$ cat src/rtl/debounce_edge_fsm_pkg.sv
// -----------------------------------------------------------------------------
// debounce_edge_fsm_pkg
// Shared definitions for the push-button debouncer:
//   - state_e               : 2-bit FSM state encoding
//   - DEFAULT_STABLE_TICKS  : consecutive stable ticks needed to accept a level
//   - DEFAULT_SYNC_STAGES   : synchronizer depth on the raw button input
// -----------------------------------------------------------------------------
package debounce_edge_fsm_pkg;

    typedef enum logic [1:0] {
        ZERO  = 2'd0,   // debounced level is 0, idle
        WAIT1 = 2'd1,   // qualifying a 0->1 change
        ONE   = 2'd2,   // debounced level is 1, idle
        WAIT0 = 2'd3    // qualifying a 1->0 change
    } state_e;

    localparam int unsigned DEFAULT_STABLE_TICKS = 4;
    localparam int unsigned DEFAULT_SYNC_STAGES  = 2;

endpackage : debounce_edge_fsm_pkg

$ cat src/rtl/debounce_edge_fsm_sync_ff.sv
// -----------------------------------------------------------------------------
// sync_ff
// Generic N-flop synchronizer for a single asynchronous bit.
// Ports:
//   clk     in  system clock
//   reset_n in  asynchronous active-low reset, clears every stage to 0
//   d       in  asynchronous input
//   q       out synchronized output, STAGES clocks of latency
// -----------------------------------------------------------------------------
module sync_ff #(
    parameter int unsigned STAGES = 2
) (
    input  logic clk,
    input  logic reset_n,
    input  logic d,
    output logic q
);

    logic [STAGES-1:0] sync_q;
    logic [STAGES-1:0] sync_d;

    // Shift the raw input in at bit 0; the oldest sample leaves at the top.
    always_comb begin
        sync_d = {sync_q[STAGES-2:0], d};
    end

    // NOTE: clocked state is assigned with <= so every flop samples the
    // pre-edge value of its neighbour; '=' here would collapse the chain.
    always_ff @(posedge clk or negedge reset_n) begin
        if (!reset_n) begin
            sync_q <= '0;
        end else begin
            sync_q <= sync_d;
        end
    end

    assign q = sync_q[STAGES-1];

endmodule : sync_ff

$ cat src/rtl/debounce_edge_fsm.sv
// -----------------------------------------------------------------------------
// debounce_edge_fsm
// Debounces one raw push-button input using an external periodic sample tick
// and produces a clean level plus one-clock rise/fall pulses. A new level is
// accepted only after STABLE_TICKS consecutive ticks with the synchronized
// input unchanged; any bounce restarts qualification from zero.
// Ports:
//   clk       in  system clock, rising edge
//   reset_n   in  asynchronous active-low reset
//   btn_in    in  raw asynchronous button level
//   tick      in  one-clock sample strobe (from the parent's timer 'done')
//   timer_en  out enable for the external timer, high while qualifying
//   busy      out high while in WAIT1 or WAIT0
//   db_level  out registered debounced level
//   rise_tick out one-clock pulse on db_level 0->1
//   fall_tick out one-clock pulse on db_level 1->0
// -----------------------------------------------------------------------------
module debounce_edge_fsm
    import debounce_edge_fsm_pkg::*;
#(
    parameter int unsigned STABLE_TICKS = DEFAULT_STABLE_TICKS,
    parameter int unsigned SYNC_STAGES  = DEFAULT_SYNC_STAGES
) (
    input  logic clk,
    input  logic reset_n,
    input  logic btn_in,
    input  logic tick,
    output logic timer_en,
    output logic busy,
    output logic db_level,
    output logic rise_tick,
    output logic fall_tick
);

    localparam int unsigned          CNT_W    = $clog2(STABLE_TICKS + 1);
    // Count value at which the next tick is the accepting one.
    localparam logic [CNT_W-1:0]     LAST_CNT = CNT_W'(STABLE_TICKS - 1);

    logic             btn_sync;
    state_e           state_q,    state_d;
    logic [CNT_W-1:0] tick_cnt_q, tick_cnt_d;
    logic             db_level_q, db_level_d;
    logic             rise_q,     rise_d;
    logic             fall_q,     fall_d;

    sync_ff #(
        .STAGES (SYNC_STAGES)
    ) u_sync (
        .clk     (clk),
        .reset_n (reset_n),
        .d       (btn_in),
        .q       (btn_sync)
    );

    // NOTE: every signal written here gets a default first, so no path leaves
    // one unassigned and no latch is inferred.
    always_comb begin
        state_d    = state_q;
        tick_cnt_d = tick_cnt_q;
        db_level_d = db_level_q;
        rise_d     = 1'b0;
        fall_d     = 1'b0;

        case (state_q)
            ZERO: begin
                if (btn_sync) begin
                    state_d    = WAIT1;
                    tick_cnt_d = '0;
                end
            end
            WAIT1: begin
                // A bounce back to 0 takes priority over a coincident tick.
                if (!btn_sync) begin
                    state_d = ZERO;
                end else if (tick) begin
                    if (tick_cnt_q == LAST_CNT) begin
                        state_d    = ONE;
                        db_level_d = 1'b1;
                        rise_d     = 1'b1;
                    end else begin
                        tick_cnt_d = tick_cnt_q + 1'b1;
                    end
                end
            end
            ONE: begin
                if (!btn_sync) begin
                    state_d    = WAIT0;
                    tick_cnt_d = '0;
                end
            end
            WAIT0: begin
                if (btn_sync) begin
                    state_d = ONE;
                end else if (tick) begin
                    if (tick_cnt_q == LAST_CNT) begin
                        state_d    = ZERO;
                        db_level_d = 1'b0;
                        fall_d     = 1'b1;
                    end else begin
                        tick_cnt_d = tick_cnt_q + 1'b1;
                    end
                end
            end
            default: begin
                state_d = ZERO;
            end
        endcase
    end

    // NOTE: all control state resets asynchronously so an abort mid-
    // qualification leaves no stale count or half-emitted pulse behind.
    always_ff @(posedge clk or negedge reset_n) begin
        if (!reset_n) begin
            state_q    <= ZERO;
            tick_cnt_q <= '0;
            db_level_q <= 1'b0;
            rise_q     <= 1'b0;
            fall_q     <= 1'b0;
        end else begin
            state_q    <= state_d;
            tick_cnt_q <= tick_cnt_d;
            db_level_q <= db_level_d;
            rise_q     <= rise_d;
            fall_q     <= fall_d;
        end
    end

    // The timer only runs while a change is being qualified.
    assign busy      = (state_q == WAIT1) || (state_q == WAIT0);
    assign timer_en  = busy;
    assign db_level  = db_level_q;
    assign rise_tick = rise_q;
    assign fall_tick = fall_q;

endmodule : debounce_edge_fsm
$ cat config.mk
export PLATFORM = sky130hd
export DESIGN_NAME = debounce_edge_fsm
export DESIGN_NICKNAME = d
export VERILOG_FILES = /design/src/rtl/debounce_edge_fsm_pkg.sv /design/src/rtl/debounce_edge_fsm_sync_ff.sv /design/src/rtl/debounce_edge_fsm.sv
export SDC_FILE = /design/constraint.sdc
export NUM_CORES = 1
export LEC_CHECK = 0
export BUFFER_PORTS_ARGS = -buffer_cell sky130_fd_sc_hd__buf_2
export CORE_AREA = 2 2 39 41
export CTS_BUF_LIST = sky130_fd_sc_hd__clkbuf_8
export DETAILED_ROUTE_END_ITERATION = 16
export DIE_AREA = 0 0 41 43
export PLACE_DENSITY_LB_ADDON = 0.12
export SLEW_MARGIN = 20
export SYNTH_ARGS = -nofsm -noshare
export SYNTH_HDL_FRONTEND = slang
export SYNTH_HIERARCHICAL = 1
export SYNTH_SLANG_ARGS = --single-unit
$ cat constraint.sdc
create_clock -name clk -period 2.2 [get_ports clk]
set_input_delay 0.44 -clock clk [delete_from_list [all_inputs] [get_ports clk]]
set_output_delay 0.44 -clock clk [all_outputs]
set_load 0.01 [all_outputs]
Word-level counts from Yosys, hierarchy flattened
Index checks and enable logic that the tools add are counted.
- reduce and logical (&&, ||, !) cells: 6
- equal/unequal tests: 16
- mux-type cells: 29
- add/subtract/negate cells: 1
- operator list (cell ; count):
    $mux W3 ; 6
    $mux W2 ; 8
    $mux W1 ; 12
    $ne A2 B2 Y1 const B ; 6
    $pmux W3 S4 ; 1
    $pmux W2 S4 ; 1
    $reduce_and A7 Y1 ; 1
    $ne A3 B2 Y1 const B ; 2
    $ne A3 B3 Y1 const B ; 2
    $reduce_and A6 Y1 ; 1
    $eq A2 B2 Y1 const B ; 2
    $ne A2 B1 Y1 const B ; 2
    $reduce_and A4 Y1 ; 1
    $add A3 B1 Y3 const B ; 1
    $eq A3 B2 Y1 const B ; 1
    $eq A2 B1 Y1 const B ; 1
    $logic_not A2 Y1 ; 1
    $pmux W1 S2 ; 1
    $reduce_bool A2 Y1 ; 1
    $logic_or A1 B1 Y1 ; 1
- input port bits: 4
- output and inout port bits: 5
- logic and storage cells: 58
- flip-flop bits (word level): 10

Logic depth before layout (Yosys ltp)
- depth in word-level cells: 5
- mapped depth: 5
- depth with buffers taken out: 5

Cells and area by module
Netlist, hierarchy kept.
- modules (own cells, without submodules) (module ; area an instance (µm²) ; sequential area each (µm²) ; times used ; cells an instance):
    debounce_edge_fsm ; 412.9 ; 200.2 ; 1 ; 34
    sync_ff ; 50.0 ; 50.0 ; 1 ; 2

Worst setup path before layout
OpenSTA, ideal clock, no wires.
- path kind: flip-flop to flip-flop
- start: register tick_cnt_q[0]
- end: register tick_cnt_q[0]
- cell stages (with the launch flop): 6
- setup time: 0.125 ns
- buffers on the path: 0
- arrival time: 1.396 ns
- data required time: 2.075 ns
- slack: 0.679 ns
- clock period less this slack: 1.521 ns
- cell sequence: dfrtp_1 > ha_1 > ha_1 > nand2b_4 > a21oi_4 > mux2_4
- cells in the longest elaborated chain, start to end: 5
- elaborated cells between the ends (all ways): 7
- those cells by class: add/sub: 1; eq/ne: 1; mux: 5
- RTL lines (element ; line ; text):
    from (decl) ; debounce_edge_fsm.sv:41 ; logic [CNT_W-1:0] tick_cnt_q, tick_cnt_d;
    from (signal assigned) ; debounce_edge_fsm.sv:121 ; tick_cnt_q <= tick_cnt_d;
    $add A3 B1 Y3 / $eq A3 B2 Y1 (equally long branches) ; - ;
    $mux W3 ; debounce_edge_fsm.sv:76, debounce_edge_fsm.sv:95 ;
    $mux W3 * ; debounce_edge_fsm.sv:94 ; end else if (tick) begin
    $mux W3 (on tied branches) ; debounce_edge_fsm.sv:92, debounce_edge_fsm.sv:73 ;
    $pmux W3 S4 * ; debounce_edge_fsm.sv:64 ; case (state_q)
Every way passes the cells marked *; elsewhere a longest branch is shown, timed or not. The select of a mux whose other input is x is not followed.
A chain may end at the register's enable or synchronous reset.

Worst setup path in the final report
Ends and elaborated chain as after synthesis.

==> flow_summary.yaml <==
grt:
  grt_pass1_vias: 255
  grt_remaining_overflow: 0
  met2_usage: 0.1281
  grt-busiest-layer: "met2"
  use_met3: 0.04712
  grt_pass1_wl_mm: 1.076
  grtUsageTotal: 0.09776
  grt_max_degree: 11
  grtUsageMet1: 0.1145
  antenna_found_initial: 0
sta:
  period_needed_ns: 1.589
  period_share: 0.7224
  drv_slew: 0
  tightest_slew_ns: 0.3233
  relSlewSlack: 0.7845
  finalSetupViolCount: 0
  finalSetupTns_ns: 0
  finalClockSkew_ns: 0.001692
  hold_violations: 0
  rsz0062_at_grt: "no"
  timing.fmax_mhz: 629.2
placed_design:
  placed_area_um2: 506.7
  place_congestion: 0.6023
  portBuffers: 8
  dp.final_hpwl_um: 489
power_and_ir_drop:
  peakVddDrop_mv: 0.5378
  leakagePower_nw: 0.2585
  power_density_nw_per_um2: 1229
drt:
  avgRoutedWirePerCell_um: 10.84
  drt-total-wl_um: 661
  antenna_left: 0
  drc: 0
  vias: 273
  initialDrtViolationCount: 1
  first_pass_iters: 3
  viasPerCell: 4.475
cts:
  clk_path_buf_depth: 2
  hold_buffers: 0
  clkTransAtPathRegs_ns: 0.05
  post_cts_resized: 0
  cts_tree: "built"
  numClockSinks: 10
  clock_latency_ns: 0.23
  cts_buffers: 3
  h-tree-depth: 1
  post_cts_buffers: 0
  cts_root_buffer: "clkbuf_8"
floorplanning:
  fp.dieW_um: 41
  fp.dieH_um: 43
  num_rows: 14
  dieArea_um2: 1763
  start_util: 0.3345
  core_um2: 1384
  top_level_ports: 9
logic_synthesis:
  synth_most_common_cell: "dfrtp_1"
  synth_top_area_share: 0.5405
  ys_dominant_reg_cell: "dfrtp_1"
  synth_common_cells: "10 x dfrtp_1, 3 x ha_1"
  synth_edf_count: 0
  syn-num-nets: 43
  synth.area.top_cells: "dfrtp_1 54%, ha_1 8.1%, mux2i_1 4.3%, a21oi_4 3.5%, mux2_4 3.2%"
  yosys.area.top_type: "dfrtp_1"
  postSynthAreaPerCell_um2: 12.86
  netlist_area_um2: 462.9
  synth-seq-cells: 10
  synthDistinctLibCells: 20
  yosysWarnings: 6
  ys_seq_area_frac: 0.5405
  async_flop_share: 1.000
  synthCells: 36
worst_setup_path:
  cp-start-kind: "flop"
  max_stage_delay_ns: 0.39
  crit_required_ns: 2.31
  worst_path_most_repeated_cell: "ha_1"
  critPathTopFamily: "adder cells"
  crit_chain: "ha_1 -> ha_1 -> nand2b_4 -> a21oi_4 -> mux2_4"
  worstSetupStartpoint: "tick_cnt_q[0]"
  crit_type: "reg2reg"
  end_kind: "flop"
  r2r_start: "tick_cnt_q[0]"
  crit_arrival_ns: 1.70
  path_buf_inv: 0
  critPathSlowestCell: "dfrtp_1"
  cp_max_fo: 3
run:
  max-cap-violations: 0
finish:
  synthToLayoutAreaGrowth_pct: 21.35
  num_antenna_cells: 0
  final_nets: 53
  n_fill_cell: 140
  finalInstanceArea_um2: 561.8
  multi_input_area_um2: 188.9
  drive_above_1_share: 0.3556
  seq_area_um2: 250.2
min_path:
  hold_path.class: "in2async"
outcome:
  outcome: "finished clean"
layer usage:
layer | wire [µm] | part of all wire
met5 | 0 | 0
met1 | 300 | 0.45
met2 | 314 | 0.48
met3 | 40 | 0.061
met4 | 5 | 0.0076
layout by cell type (no fill, tap or decap):
cell type  instances
nor3b_1            2
mux2i_1            2
xnor2_1            1
inv_1              2
nor2b_1            1
a31oi_1            1
nand3_1            2
nand2_1            1
mux2_4             1
dfrtp_1           10
o21ai_0            2
a21oi_4            1
buf_2              8
ha_1               3
a41oi_1            1
nand2b_1           1
mux2_2             1
clkbuf_8           4
nand2b_4           1
stage by stage:
stage	instances	util	power (mW)	hold slack (ns)	setup WS, ns
finish	61	0.4060	0.6903	0.05541	0.6107
global route	61	0.4060	0.7399	0.07063	0.5239
CTS	61	0.4060	0.7045	0.06103	0.5919
detailed placement	57	0.3662	0.4709	0.3118	0.6079
global placement	57	0.3662	0.4621	0.3039	0.6255
floorplan	36	-	0.4412	0.1444	0.6788
flip-flops by register name, indices dropped and copies added, names as in the netlist, named ones only:
name and flops:
u_sync/sync_q 2, tick_cnt_q 3, fall_tick 1, rise_tick 1
db_level 1, state_q 1
final timing paths:
| kind | to | slack (ns) | cells past startpoint |
|---|---|---|---|
| worst max-delay path | tick_cnt_q[0] | 0.61 | 5 |
| worst min-delay path | fall_tick | 0.06 | 1 |
| worst max register to register | tick_cnt_q[0] | 0.61 | 5 |
| worst min register to register | u_sync/sync_q[1] | 0.35 | 0 |
| max in group asynchronous | tick_cnt_q[1] | 1.96 | 1 |
| min in group clk | u_sync/sync_q[0] | 0.31 | 1 |
worst reg2reg max path: stages (launching register included):
cell	delay (ns)
dfrtp_1	0.39
ha_1	0.22
ha_1	0.20
nand2b_4	0.15
a21oi_4	0.20
mux2_4	0.31
where the power goes:
group | total (mW) | switching (mW) | internal, mW
logic | 0.189 | 0.0848 | 0.104
clock network | 0.225 | 0.0684 | 0.157
registers | 0.276 | 0.0488 | 0.227
logic make-up (layout without fill, tap and decap cells):
| family | Yosys count | after routing | synth area share |
|---|---|---|---|
| AOI/OAI and AO/OA | 5 | 5 | 0.08921 |
| DFF | 10 | 10 | 0.5405 |
| and+or+nand+nor | 8 | 8 | 0.1189 |
| xor gates and xnor gates | 1 | 1 | 0.01892 |
| adders and majority gates | 3 | 3 | 0.08109 |
| buffers and inverters | 5 | 14 | 0.05135 |
| muxes | 4 | 4 | 0.09999 |
layout make-up:
cell class	count	share of cell area
inverters	2	0.01336
flip-flops and latches	10	0.4454
clock buffers	4	0.09800
multi-input cells	21	0.3363
well taps	16	0.03563
repair buffers	8	0.07127
Note: power is estimated with default switching activity, not from simulation.
